$ cat src/rtl/block_read_engine_pkg.sv
// Shared types and defaults for the block-read sequencer and its timeout counter.
package block_read_engine_pkg;

    localparam int unsigned ADDR_W          = 16;
    localparam int unsigned DATA_W          = 32;
    localparam int unsigned DEFAULT_CNT_W   = 9;
    localparam int unsigned DEFAULT_TIMEOUT = 15;

    typedef enum logic [1:0] {
        S_IDLE = 2'd0,
        S_WAIT = 2'd1,
        S_PUSH = 2'd2,
        S_DONE = 2'd3
    } state_e;

endpackage

$ cat src/rtl/block_read_engine_rd_timeout_counter.sv
// Per-quadlet wait counter: counts enabled cycles since the last clear and
// flags the last cycle allowed before the read is declared lost.
module rd_timeout_counter #(
    parameter int unsigned TIMEOUT = 15
) (
    input  logic clk,
    input  logic rst,
    input  logic clear_i,
    input  logic enable_i,
    output logic expired_c
);

    localparam int unsigned CW = (TIMEOUT < 2) ? 1 : $clog2(TIMEOUT + 1);

    logic [CW-1:0] cnt_q;
    logic [CW-1:0] cnt_d;

    // Counter value k means k+1 cycles have been spent waiting once this one ends.
    assign expired_c = (cnt_q == CW'(TIMEOUT - 1));

    always_comb begin
        cnt_d = cnt_q;
        if (clear_i) begin
            cnt_d = '0;
        end else if (enable_i && !expired_c) begin
            cnt_d = cnt_q + CW'(1);
        end
    end

    always_ff @(posedge clk or posedge rst) begin
        if (rst) begin
            cnt_q <= '0;
        end else begin
            cnt_q <= cnt_d;
        end
    end

endmodule

$ cat src/rtl/block_read_engine.sv
// Walks a contiguous quadlet range, waits for read-valid on each address and
// streams the captured words to a packet builder over valid/ready.
module block_read_engine
    import block_read_engine_pkg::*;
#(
    parameter int unsigned CNT_W   = DEFAULT_CNT_W,
    parameter int unsigned TIMEOUT = DEFAULT_TIMEOUT
) (
    input  logic              sysclk,
    input  logic              reset,
    input  logic              start,
    input  logic [ADDR_W-1:0] base_addr,
    input  logic [CNT_W-1:0]  count,
    input  logic              abort,
    output logic [ADDR_W-1:0] reg_raddr,
    input  logic              reg_rvalid,
    input  logic [DATA_W-1:0] reg_rdata,
    output logic [DATA_W-1:0] out_data,
    output logic              out_valid,
    input  logic              out_ready,
    output logic              busy,
    output logic              done,
    output logic              err
);

    state_e            state_q, state_d;
    logic [ADDR_W-1:0] raddr_q, raddr_d;
    logic [DATA_W-1:0] data_q, data_d;
    logic              valid_q, valid_d;
    logic              busy_q, busy_d;
    logic              done_q, done_d;
    logic              err_q, err_d;
    logic [CNT_W-1:0]  remaining_q, remaining_d;
    logic              tmo_clear, tmo_en, tmo_expired;

    rd_timeout_counter #(.TIMEOUT(TIMEOUT)) u_tmo (
        .clk       (sysclk),
        .rst       (reset),
        .clear_i   (tmo_clear),
        .enable_i  (tmo_en),
        .expired_c (tmo_expired)
    );

    always_comb begin
        state_d     = state_q;
        raddr_d     = raddr_q;
        data_d      = data_q;
        valid_d     = valid_q;
        err_d       = err_q;
        remaining_d = remaining_q;
        tmo_clear   = 1'b0;
        tmo_en      = 1'b0;
        done_d      = 1'b0;

        unique case (state_q)
            S_IDLE: begin
                if (start) begin
                    err_d = 1'b0;
                    if (count != '0) begin
                        raddr_d     = base_addr;
                        remaining_d = count;
                        tmo_clear   = 1'b1;
                        state_d     = S_WAIT;
                    end else begin
                        done_d = 1'b1;
                    end
                end
            end
            S_WAIT: begin
                if (abort) begin
                    valid_d = 1'b0;
                    state_d = S_DONE;
                end else if (reg_rvalid) begin
                    data_d    = reg_rdata;
                    valid_d   = 1'b1;
                    tmo_clear = 1'b1;
                    state_d   = S_PUSH;
                end else if (tmo_expired) begin
                    err_d     = 1'b1;
                    tmo_clear = 1'b1;
                    state_d   = S_DONE;
                end else begin
                    tmo_en = 1'b1;
                end
            end
            S_PUSH: begin
                // Abort beats a same-cycle handshake: the word is treated as undelivered.
                if (abort) begin
                    valid_d = 1'b0;
                    state_d = S_DONE;
                end else if (out_ready) begin
                    valid_d = 1'b0;
                    if (remaining_q == CNT_W'(1)) begin
                        state_d = S_DONE;
                    end else begin
                        remaining_d = remaining_q - CNT_W'(1);
                        raddr_d     = raddr_q + ADDR_W'(1);
                        tmo_clear   = 1'b1;
                        state_d     = S_WAIT;
                    end
                end
            end
            S_DONE: begin
                state_d = S_IDLE;
            end
            default: begin
                state_d = S_IDLE;
            end
        endcase

        if (state_d == S_DONE) begin
            done_d = 1'b1;
        end
        busy_d = (state_d != S_IDLE);
    end

    always_ff @(posedge sysclk or posedge reset) begin
        if (reset) begin
            state_q     <= S_IDLE;
            raddr_q     <= '0;
            data_q      <= '0;
            valid_q     <= 1'b0;
            busy_q      <= 1'b0;
            done_q      <= 1'b0;
            err_q       <= 1'b0;
            remaining_q <= '0;
        end else begin
            state_q     <= state_d;
            raddr_q     <= raddr_d;
            data_q      <= data_d;
            valid_q     <= valid_d;
            busy_q      <= busy_d;
            done_q      <= done_d;
            err_q       <= err_d;
            remaining_q <= remaining_d;
        end
    end

    assign reg_raddr = raddr_q;
    assign out_data  = data_q;
    assign out_valid = valid_q;
    assign busy      = busy_q;
    assign done      = done_q;
    assign err       = err_q;

endmodule

$ cat config.mk
export PLATFORM = sky130hd
export DESIGN_NAME = block_read_engine
export DESIGN_NICKNAME = d
export VERILOG_FILES = /design/src/rtl/block_read_engine_pkg.sv /design/src/rtl/block_read_engine_rd_timeout_counter.sv /design/src/rtl/block_read_engine.sv
export SDC_FILE = /design/constraint.sdc
export NUM_CORES = 1
export LEC_CHECK = 0
export ABC_AREA = 0
export CORE_MARGIN = 2
export CORE_UTILIZATION = 42
export CTS_CLUSTER_SIZE = 28
export DETAILED_ROUTE_END_ITERATION = 6
export PLACE_DENSITY_LB_ADDON = 0.08
export SETUP_SLACK_MARGIN = 0.15
export SLEW_MARGIN = 20
export SYNTH_ARGS = -nofsm -noshare
export SYNTH_HDL_FRONTEND = slang
export SYNTH_SLANG_ARGS = --single-unit
export TNS_END_PERCENT = 50
$ cat constraint.sdc
create_clock -name sysclk -period 2.1 [get_ports sysclk]
set_clock_uncertainty 0.15 [all_clocks]
set_input_delay 0.42 -clock sysclk [delete_from_list [all_inputs] [get_ports sysclk]]
set_output_delay 0.42 -clock sysclk [all_outputs]
set_load 0.02 [all_outputs]
Word-level counts from Yosys, hierarchy flattened:

Index checks and enable logic that the tools add are counted.

* equality and inequality tests: 16
* muxes and demuxes: 50
* $add $sub $neg: 3
* reduce and logical (&&, ||, !) cells: 13
* bitwise operators: 1

Operator list (count)
* two-way mux 16 bit: 5
* two-way mux 9 bit: 5
* one-hot mux 16 bit (2 select lines): 1
* two-way mux 1 bit: 24
* one-hot mux 9 bit (2 select lines): 1
* adder 16 x 1 -> 16 bit, second input constant: 1
* two-way mux 2 bit: 8
* inequality test 2 bit, second input constant: 7
* nonzero test 2 bit: 5
* equality test 9 x 1 -> 1 bit, second input constant: 1
* nonzero test 9 bit: 1
* subtractor 9 x 1 -> 9 bit, second input constant: 1
* two-way mux 4 bit: 2
* one-hot mux 2 bit (4 select lines): 1
* equality test 2 bit, second input constant: 3
* inequality test 3 bit, second input constant: 2
* AND reduction 3 bit: 2
* AND reduction 6 bit: 1
* AND reduction 5 bit: 1
* adder 4 x 1 -> 4 bit, second input constant: 1
* equality test 4 bit, second input constant: 1
* one-hot mux 1 bit (2 select lines): 2
* one-hot mux 1 bit (3 select lines): 1
* equality test 2 x 1 -> 1 bit, second input constant: 1
* 5 further kinds: 5

* register bits: 67
* input port bits: 63

Logic depth before layout (Yosys ltp):

Gate-level depths: netlist of the first run.

* depth in word-level cells: 8
* mapped depth: 7

By module:

A second synthesis of the first run with hierarchy kept.

* cells, all modules: 328
* area total of the unflattened synthesis: 3390.8 um^2

Modules (own cells, without submodules)
* block_read_engine: times used 1, area each 3175.5 um^2, cells each 305, sequential area each 1576.5 um^2
* rd_timeout_counter: times used 1, area each 215.2 um^2, cells each 23, sequential area each 100.1 um^2

Worst setup path after synthesis of the first run:

No wires, ideal clock.

* path kind: flip-flop to flip-flop
* start point: register remaining_q[1]
* end point: register raddr_q[0], in the netlist reg_raddr[0]
* path buffers: 1
* setup time: 0.124 ns
* arrival: 1.776 ns
* stages on the path, launching flop included: 8
* path slack: 0.050 ns
* cells stage by stage: dfrtp_1 > inv_1 > ha_1 > or4b_4 > o211ai_4 > buf_6 > a211oi_1 > a211o_1

* word-level cells in the longest chain between the ends: 3

Ends and longest elaborated chain
* start: declaration: RTL line block_read_engine.sv:33 `logic [CNT_W-1:0] remaining_q, remaining_d;`
* start signal: assignment: RTL line block_read_engine.sv:135 `remaining_q <= remaining_d;`
* equality test 9 x 1 -> 1 bit: RTL line block_read_engine.sv:93 `if (remaining_q == CNT_W'(1)) begin`
* inequality test 2 bit (no line)
* AND reduction 6 bit (no line)
* end signal: assignment: RTL line block_read_engine.sv:129 `raddr_q <= raddr_d;`
* end: declaration: RTL line block_read_engine.sv:27 `logic [ADDR_W-1:0] raddr_q, raddr_d;`

No other way between the ends.
A chain may end at the register's enable or synchronous reset.

Final worst setup path of the first run:

* start point: register remaining_q[1]
* end point: register raddr_q[5], in the netlist reg_raddr[5]

Same word-level chain as after synthesis.

==> impl_table.tex, run 1 <==
\begin{tabular}{lr}
\hline
Metric & Value \\
\hline
\multicolumn{2}{l}{\textbf{Synthesis}} \\
Post-synth EDFFs & 0 \\
Mean cell area of the mapped netlist & between 10 and 15 µm² \\
Most instantiated flip-flop cell in the synthesis netlist & dfrtp\_1 \\
Synth Instances & 337 \\
Part of the Yosys area used for sequential elements & a little under half \\
Distinct cell type count after synthesis & 58 \\
Synthesized Nets & approximately 410 \\
Flops \& latches, synth & 67 \\
Synthesized area & 3570 µm² \\
Fraction of synthesis flops using an asynchronous set or reset pin & 100\% \\
Total of warnings raised by yosys & 0 \\
\multicolumn{2}{l}{\textbf{Min path}} \\
Tightest Hold Check Type & reg2reg \\
Worst Hold Path Cells & 2 \\
\multicolumn{2}{l}{\textbf{Worst setup path}} \\
Critical Path Slowest Stage Cell & or4b\_4 \\
Path depth of the worst reg2reg path & 8 \\
CP Depth & 8 \\
Critical Path RT & approximately 2.2 ns \\
WP buf/inv & 3 \\
Maximum single-stage delay on the critical path & 0.48 ns \\
CP Max Fanout & 8 \\
Arrival time worst endpoint & between 2 and 2.5 ns \\
Kind of start point of the critical path & register \\
Element type at the critical path end & register \\
Crit Path Class & reg2reg \\
Cell family contributing the most delay on the critical path & compound AO/OA/AOI/OAI gates \\
Cell Chain, Critical Path & inv\_2, ha\_4, or4b\_4, o211ai\_4, buf\_12, buf\_8, a221oi\_4, a2bb2oi\_2 \\
\multicolumn{2}{l}{\textbf{Route}} \\
Post-route ant nets & 0 \\
Via count & 3377 \\
Detailed-routing iteration count for the pre-antenna-repair pass & 4 \\
Drc violations & 0 \\
Detailed-route vias per instance & 5.60 \\
Routed length per placed instance & 17.1 µm \\
Drt initial violations & 137 \\
Detailed-route wire length & slightly above 10000 µm \\
\multicolumn{2}{l}{\textbf{Clocking}} \\
CTS sink count & 67 \\
CTS tree & yes \\
Clk root buf & clkbuf\_8 \\
Number of buffers inserted during clock tree synthesis & 9 \\
Clk slew on worst S/H paths & around 0.08 ns \\
CTS H-tree lvls & 3 \\
Maximum buffer depth of the clock tree & 2 \\
Clock insertion delay at the later pin of the skew report & 0.34 ns \\
\multicolumn{2}{l}{\textbf{Floorplanning}} \\
Core outline area & roughly 8200 µm² \\
Die width & approximately 96 µm \\
Overall die height & between 90 and 100 µm \\
Boundary Pins & 115 \\
Starting utilization of the core area & 43.5\% \\
Total die area & $\sim$9000 µm² \\
Placement Rows & 33 \\
\multicolumn{2}{l}{\textbf{Cells and area}} \\
Storage cell area & 1680 µm² \\
Area taken by multi-input logic gates & 1900 µm² \\
Commonest cells after routing, fill and taps aside & clkdlybuf4s50\_1, dfrtp\_1, buf\_4, mux2\_2, nor2\_1 \\
Area added between synthesis and finish & 58.4\% \\
Net count of the finished layout & 561 \\
Most common cell after layout, fill and taps aside & clkdlybuf4s50\_1 \\
Number of antenna cells inserted & 0 \\
Number of fill cells & 625 \\
Non-filler cells, final & 603 \\
Share of post-route cells with drive strength above 1 & 28.7\% \\
\multicolumn{2}{l}{\textbf{STA}} \\
Period minus WS final & 2.18 ns \\
Sum of negative setup slack & -1.12 ns \\
Minimum setup slack in the final design & -0.0771 ns \\
Final Max Tran Viols & 0 \\
Setup repair after global routing missed its margin & yes \\
Tightest Pin Transition & 0.393 ns \\
Maximum clock frequency & 459 MHz \\
Worst relative slew slack & about three quarters \\
Share of the clock period used by the worst path after layout & 104\% \\
Count of endpoints failing setup in the final report & 28 \\
Total count of hold-check failures in the final report & 0 \\
\multicolumn{2}{l}{\textbf{Place}} \\
Count of port buffers added during placement & 114 \\
Routability congestion estimate from global placement & a little under 0.9 \\
Number of placed instances, taps included & 576 \\
Final HPWL from detailed placement & just under 7000 µm \\
\multicolumn{2}{l}{\textbf{Status}} \\
Violations in the final reports & setup timing \\
Result of the run & complete, but fails checks \\
\multicolumn{2}{l}{\textbf{Global routing}} \\
Pin count of the biggest net entering global routing & 49 \\
Overall fraction of global-route tracks in use & a little over a fifth \\
Number of global-route vias before repair & approximately 3200 \\
Residual overflow from global routing & 0 \\
Wire length of the first global-routing pass & 15700 µm \\
Initial antenna violation count & 0 \\
\multicolumn{2}{l}{\textbf{Pwr}} \\
Power density of the placed cells & 1420 nW/µm² \\
Leakage power figure & roughly 2.4 nW \\
Worst vdd rail ir drop & $\sim$0.59 mV \\
\multicolumn{2}{l}{\textbf{Flow run}} \\
Reported max-cap violation count & 0 \\
\hline
\end{tabular}
[what timing repair did]
action,4_1_cts,5_1_grt
gates resized for setup,36,26
pin swaps,11,14
hold buffers,0,0
buffers inserted,8,2
endpoints found under the setup margin,40,34
gates cloned,1,0
endpoints found under the hold margin,0,0
[report_power, final]
group          internal (mW)  leakage (nW)  switching (mW)  total, mW
sequential              1.91         0.801           0.475       2.38
clock                  0.671         0.106           0.520       1.19
combinational           2.28          1.47            2.21       4.49
[Yosys cell counts (all sizes together) (3+ instances only)]
master | number | share of area (%)
a211oi | 10 | 2.2
a21oi | 13 | 1.9
a221oi | 11 | 2.7
a2bb2oi | 9 | 2.2
a31o | 3 | 0.74
a31oi | 4 | 0.70
and3 | 10 | 1.8
and4 | 3 | 0.74
buf | 13 | 2.5
clkbuf | 14 | 1.5
dfrtp | 67 | 47
ha | 5 | 1.8
inv | 14 | 1.5
mux2 | 33 | 10
mux2i | 3 | 0.84
nand2 | 10 | 1.1
nand2b | 5 | 0.88
nand3 | 13 | 1.8
nand4 | 8 | 1.4
nor2 | 21 | 2.2
nor2b | 3 | 0.53
nor3 | 6 | 0.84
nor4 | 6 | 1.1
o211ai | 3 | 1.2
o21ai | 6 | 0.84
o22a | 4 | 0.98
o22ai | 10 | 1.8
[kinds of logic after synthesis]
group | count (synthesis) | share of synthesized area (%)
AO/OA/AOI/OAI | 88 | 18.8
XOR/XNOR | 3 | 0.735
adder cells (fa/ha/maj) | 5 | 1.75
buffers and inverters | 41 | 5.43
flip-flops | 67 | 46.9
multiplexers | 36 | 11.2
AND/OR/NAND/NOR | 97 | 15.2
[through the flow]
stage | utilization, % | area, µm² | total power [mW] | hold slack, ns | setup slack [ns]
after floorplan | - | 3580 | 4.68 | 0.359 | 0.0501
after detailed placement | 62.4 | 5130 | 6.58 | 0.318 | -0.327
final | 68.9 | 5660 | 8.06 | 0.337 | -0.0771
after global routing | 68.9 | 5660 | 8.54 | 0.361 | -0.126
after global placement | 62.4 | 5130 | 6.48 | 0.338 | -0.247
after CTS | 66.9 | 5500 | 7.88 | 0.339 | -0.0385
[registers in the layout, indices dropped and copies added (netlist names)]
signal and cells:
state_q 2, remaining_q 9, err 1, done 1, u_tmo.cnt_q 4, out_valid 1, out_data 32, reg_raddr 16
busy 1
[final cells by class]
class	count	area share, %
clock buffer	10	2.25
inverter	14	0.994
clock inverter	6	1.59
multi-input combinational	229	33.5
timing repair buffer	172	29.7
tap	105	2.32
sequential	67	29.6
[layer usage]
metal | wire (µm) | vias up | GRT usage [%]
met5 | 0 | - | 0
met4 | 91 | 0 | 5.48
met3 | 606 | 9 | 4.70
met2 | 5170 | 133 | 35.6
li1 | - | 1584 | -
met1 | 4430 | 1651 | 29.1
[worst reg2reg max path, stage by stage (launching register included)]
cell and delay, ns:
dfrtp_1 0.41, inv_2 0.09, ha_4 0.12, or4b_4 0.48, o211ai_4 0.28, buf_12 0.18
buf_8 0.14, a221oi_4 0.07, a2bb2oi_2 0.14
[final timing paths]
| path | startpoint | end | slack, ns |
|---|---|---|---|
| min reg2reg | err | err | 0.34 |
| max in group asynchronous | reset | remaining_q[0] | 1.23 |
| max | remaining_q[1] | reg_raddr[5] | -0.08 |
| max reg2reg | remaining_q[1] | reg_raddr[5] | -0.08 |
| min in group asynchronous | reset | out_data[17] | 0.35 |
| min | err | err | 0.34 |
No activity file was read; power rests on OpenSTA's default activity.
==> run 2, diff against run 1 <==
Settings changed: ABC_AREA 0 to 1.
==> run 2 against run 1 <==
The flow now finishes without violations. Fmax up 11%. Setup slack better by 0.22 ns. Cell count increased by 9.6%.
==> impl_table.tex, run 2 <==
\begin{tabular}{lr}
\hline
Metric & Value \\
\hline
\multicolumn{2}{l}{\textbf{Status}} \\
Result of the run & finished clean \\
\multicolumn{2}{l}{\textbf{Clocking}} \\
Clk slew on worst S/H paths & 0.08 ns (about the same) \\
Clk root buf & clkbuf\_8 \\
Number of buffers inserted during clock tree synthesis & 9 (unchanged) \\
CTS tree & yes \\
Maximum buffer depth of the clock tree & 2 (unchanged) \\
Clock insertion delay at the later pin of the skew report & 0.35 ns (about the same) \\
Post-CTS setup buffer count & 0 (-8) \\
CTS sink count & 67 (unchanged) \\
CTS H-tree lvls & 3 (unchanged) \\
\multicolumn{2}{l}{\textbf{Global routing}} \\
Pin count of the biggest net entering global routing & 68 (+39\%) \\
Number of global-route vias before repair & 2977 (-6.1\%) \\
Overall fraction of global-route tracks in use & 19.1\% (-2.6 points) \\
Wire length of the first global-routing pass & 13600 µm (-14\%) \\
Initial antenna violation count & 0 (unchanged) \\
Residual overflow from global routing & 0 (unchanged) \\
\multicolumn{2}{l}{\textbf{STA}} \\
Tightest Pin Transition & 0.426 ns (+0.0330 ns) \\
Worst relative slew slack & 71.5\% (-2.0 points) \\
Period minus WS final & 1.96 ns (-0.220 ns) \\
Total count of hold-check failures in the final report & 0 (unchanged) \\
Worst hold-check slack & 0.347 ns (+0.00934 ns) \\
Share of the clock period used by the worst path after layout & 93.2\% (-10 points) \\
Sum of negative setup slack & 0 ns (+1.12 ns) \\
Count of endpoints failing setup in the final report & 0 (-100\%) \\
Minimum setup slack in the final design & 0.142 ns (+0.220 ns) \\
Setup repair after global routing missed its margin & yes \\
Maximum clock frequency & 511 MHz (+11\%) \\
Final Max Tran Viols & 0 (unchanged) \\
\multicolumn{2}{l}{\textbf{Synthesis}} \\
Flops \& latches, synth & 67 (unchanged) \\
Synthesized Nets & 499 (+23\%) \\
Synth area leaders & dfrtp\_1, nand2\_1, mux2\_2 \\
Share of cell area taken by muxes after synthesis & 10.1\% (-1.1 points) \\
Adder and majority gate portion of the synthesized area & 1.75\% (+0.0037 points) \\
Most instantiated flip-flop cell in the synthesis netlist & dfrtp\_1 \\
Fraction of synthesis flops using an asynchronous set or reset pin & 100\% (unchanged) \\
Fraction of the mapped netlist area in compound gates & 5.40\% (-13 points) \\
Post-synthesis cell type with the largest combined area & dfrtp\_1 \\
Post-synth EDFFs & 0 (unchanged) \\
Share of synthesized cell area in and, or, nand and nor gates & 27.9\% (+13 points) \\
Post-synthesis xor/xnor area fraction & 0.982\% (+0.25 points) \\
Most common cell in the netlist & nand2\_1 \\
Dominant combinational cell family by area after synthesis & simple AND/OR/NAND/NOR gates \\
Mean cell area of the mapped netlist & 8.27 µm² (-22\%) \\
Distinct cell type count after synthesis & 31 (-47\%) \\
Total of warnings raised by yosys & 0 (unchanged) \\
Part of the Yosys area used for sequential elements & 47.0\% (+0.099 points) \\
Synth Instances & 431 (+28\%) \\
Share of the synthesized area in the top cell type & 47.0\% (+0.099 points) \\
Most frequent cells after synthesis & nand2\_1, dfrtp\_1, inv\_1 \\
Synthesized area & 3570 µm² (-0.21\%) \\
\multicolumn{2}{l}{\textbf{Floorplanning}} \\
Total die area & 9240 µm² (-0.21\%) \\
Die width & 96.1 µm (-0.10\%) \\
Core outline area & 8220 µm² (unchanged) \\
Placement Rows & 33 (unchanged) \\
Overall die height & 96.1 µm (-0.10\%) \\
Starting utilization of the core area & 43.4\% (-0.091 points) \\
Boundary Pins & 115 (unchanged) \\
\multicolumn{2}{l}{\textbf{Place}} \\
Routability congestion estimate from global placement & 0.862 (-1.9\%) \\
Number of placed instances, taps included & 645 (+12\%) \\
Count of port buffers added during placement & 114 (unchanged) \\
Worst Setup Slack post-DPL & 0.00392 ns (+0.331 ns) \\
Final HPWL from detailed placement & 6130 µm (-11\%) \\
Cell area after placement & 4890 µm² (-4.6\%) \\
\multicolumn{2}{l}{\textbf{Worst setup path}} \\
Crit Path Class & reg2out \\
Cell Chain, Critical Path & clkdlybuf4s50\_1 \\
Cell family contributing the most delay on the critical path & buffers and inverters \\
Critical Path Slowest Stage Cell & clkdlybuf4s50\_1 \\
Maximum single-stage delay on the critical path & 0.66 ns (+0.18 ns) \\
Worst reg2reg endpoint & reg\_raddr[3] \\
R2R setup slack & 0.38 ns (+0.46 ns) \\
CP Max Fanout & 4 (-4) \\
WP buf/inv & 1 (-2) \\
Critical Path RT & 1.53 ns (-0.65 ns) \\
Kind of start point of the critical path & register \\
Element type at the critical path end & output pin \\
Path depth of the worst reg2reg path & 10 (+2) \\
Start of the worst register-to-register path & remaining\_q[1] \\
Arrival time worst endpoint & 1.39 ns (-0.86 ns) \\
\multicolumn{2}{l}{\textbf{Cells and area}} \\
Commonest cells after routing, fill and taps aside & nand2\_1, clkdlybuf4s50\_1, dfrtp\_1, inv\_1, nand3\_1 \\
Final cell utilization of the core & 61.7\% (-7.2 points) \\
Non-filler cells, final & 661 (+9.6\%) \\
Number of fill cells & 731 (+17\%) \\
Storage cell area & 1680 µm² (unchanged) \\
Finished Cell Area & 5070 µm² (-10\%) \\
Number of antenna cells inserted & 0 (unchanged) \\
Most common cell after layout, fill and taps aside & nand2\_1 \\
Area taken by multi-input logic gates & 1650 µm² (-13\%) \\
Area added between synthesis and finish & 42.2\% \\
Flip-flop count of the largest register, all copies and words added & 32 (unchanged) \\
Share of post-route cells with drive strength above 1 & 12.4\% (-16 points) \\
Net count of the finished layout & 619 (+10\%) \\
\multicolumn{2}{l}{\textbf{Route}} \\
Detailed-routing iteration count for the pre-antenna-repair pass & 4 (unchanged) \\
Via count & 3218 (-4.7\%) \\
Detailed-route vias per instance & 4.87 (-13\%) \\
Drt initial violations & 111 (-19\%) \\
Drc violations & 0 (unchanged) \\
Detailed-route wire length & 8570 µm (-17\%) \\
Routed length per placed instance & 13.0 µm (-24\%) \\
Post-route ant nets & 0 (unchanged) \\
\multicolumn{2}{l}{\textbf{Min path}} \\
Tightest Hold Check Type & in2async \\
\multicolumn{2}{l}{\textbf{Pwr}} \\
Tot Pwr & 6.94 mW (-14\%) \\
Leakage power figure & 2.45 nW (+3.1\%) \\
Worst vdd rail ir drop & 0.797 mV (+34\%) \\
Power density of the placed cells & 1370 nW/µm² (-3.9\%) \\
\multicolumn{2}{l}{\textbf{Flow run}} \\
Reported max-cap violation count & 0 (unchanged) \\
\hline
\end{tabular}
==> run 2: cell count changes in the layout (fill, tap and decap cells not counted), moves of 10 or more <==
cell / delta
o22ai_1: -10
inv_1: +27
o21ai_0: +14
and3_1: -10
nand2_1: +136
buf_4: -40
nand3_1: +25
==> run 2: what timing repair did <==
action | in CTS | in global routing
gates resized for setup | 8 | 6
hold buffers | 0 | 0
cloned | 0 | 0
setup endpoints to repair | 16 | 13
==> run 2: layout make-up <==
| type | count | area share, % |
|---|---|---|
| sequential | 67 | 33.1 |
| multi-input combinational | 309 | 32.4 |
| timing repair buffer | 122 | 25.3 |
| inverter | 42 | 3.18 |
| tap | 105 | 2.59 |
| clock buffer | 9 | 2.44 |
| clock inverter | 7 | 1.01 |
==> run 2: worst max-delay path by stage <==
stage / from / to / cells after the start
final: reg_raddr[15] / reg_raddr[15] / 1
after floorplan: reg_raddr[0] / reg_raddr[8] / 8
after global routing: reg_raddr[15] / reg_raddr[15] / 1
after global placement: count[1] / busy / 6
after CTS: reg_raddr[14] / reg_raddr[14] / 1
after detailed placement: abort / reg_raddr[3] / 6
==> run 2: power breakdown <==
| group | switching, mW | internal, mW | total [mW] | leakage, nW |
|---|---|---|---|---|
| combinational | 1.95 | 1.67 | 3.62 | 1.54 |
| sequential | 0.442 | 1.89 | 2.34 | 0.825 |
| clock | 0.546 | 0.434 | 0.980 | 0.0860 |
| total | 2.94 | 4.00 | 6.94 | 2.45 |
==> run 2: kinds of logic (layout without fill, tap and decap cells) <==
| family | Yosys count | count (layout) |
|---|---|---|
| AO/OA/AOI/OAI | 36 | 36 |
| XOR/XNOR | 4 | 4 |
| adder cells (fa/ha/maj) | 5 | 5 |
| buffers and inverters | 55 | 180 |
| flip-flops | 67 | 67 |
| multiplexers | 32 | 32 |
| AND/OR/NAND/NOR | 232 | 232 |
==> run 2: routing by layer <==
| layer | global-route usage, % | share of wire (%) | vias to the layer above |
|---|---|---|---|
| met4 | 5.36 | 1.2 | 0 |
| met3 | 8.77 | 8.2 | 8 |
| met5 | 0 | 0 | - |
| met2 | 30.6 | 47 | 96 |
| met1 | 23.2 | 43 | 1496 |
| li1 | - | - | 1618 |
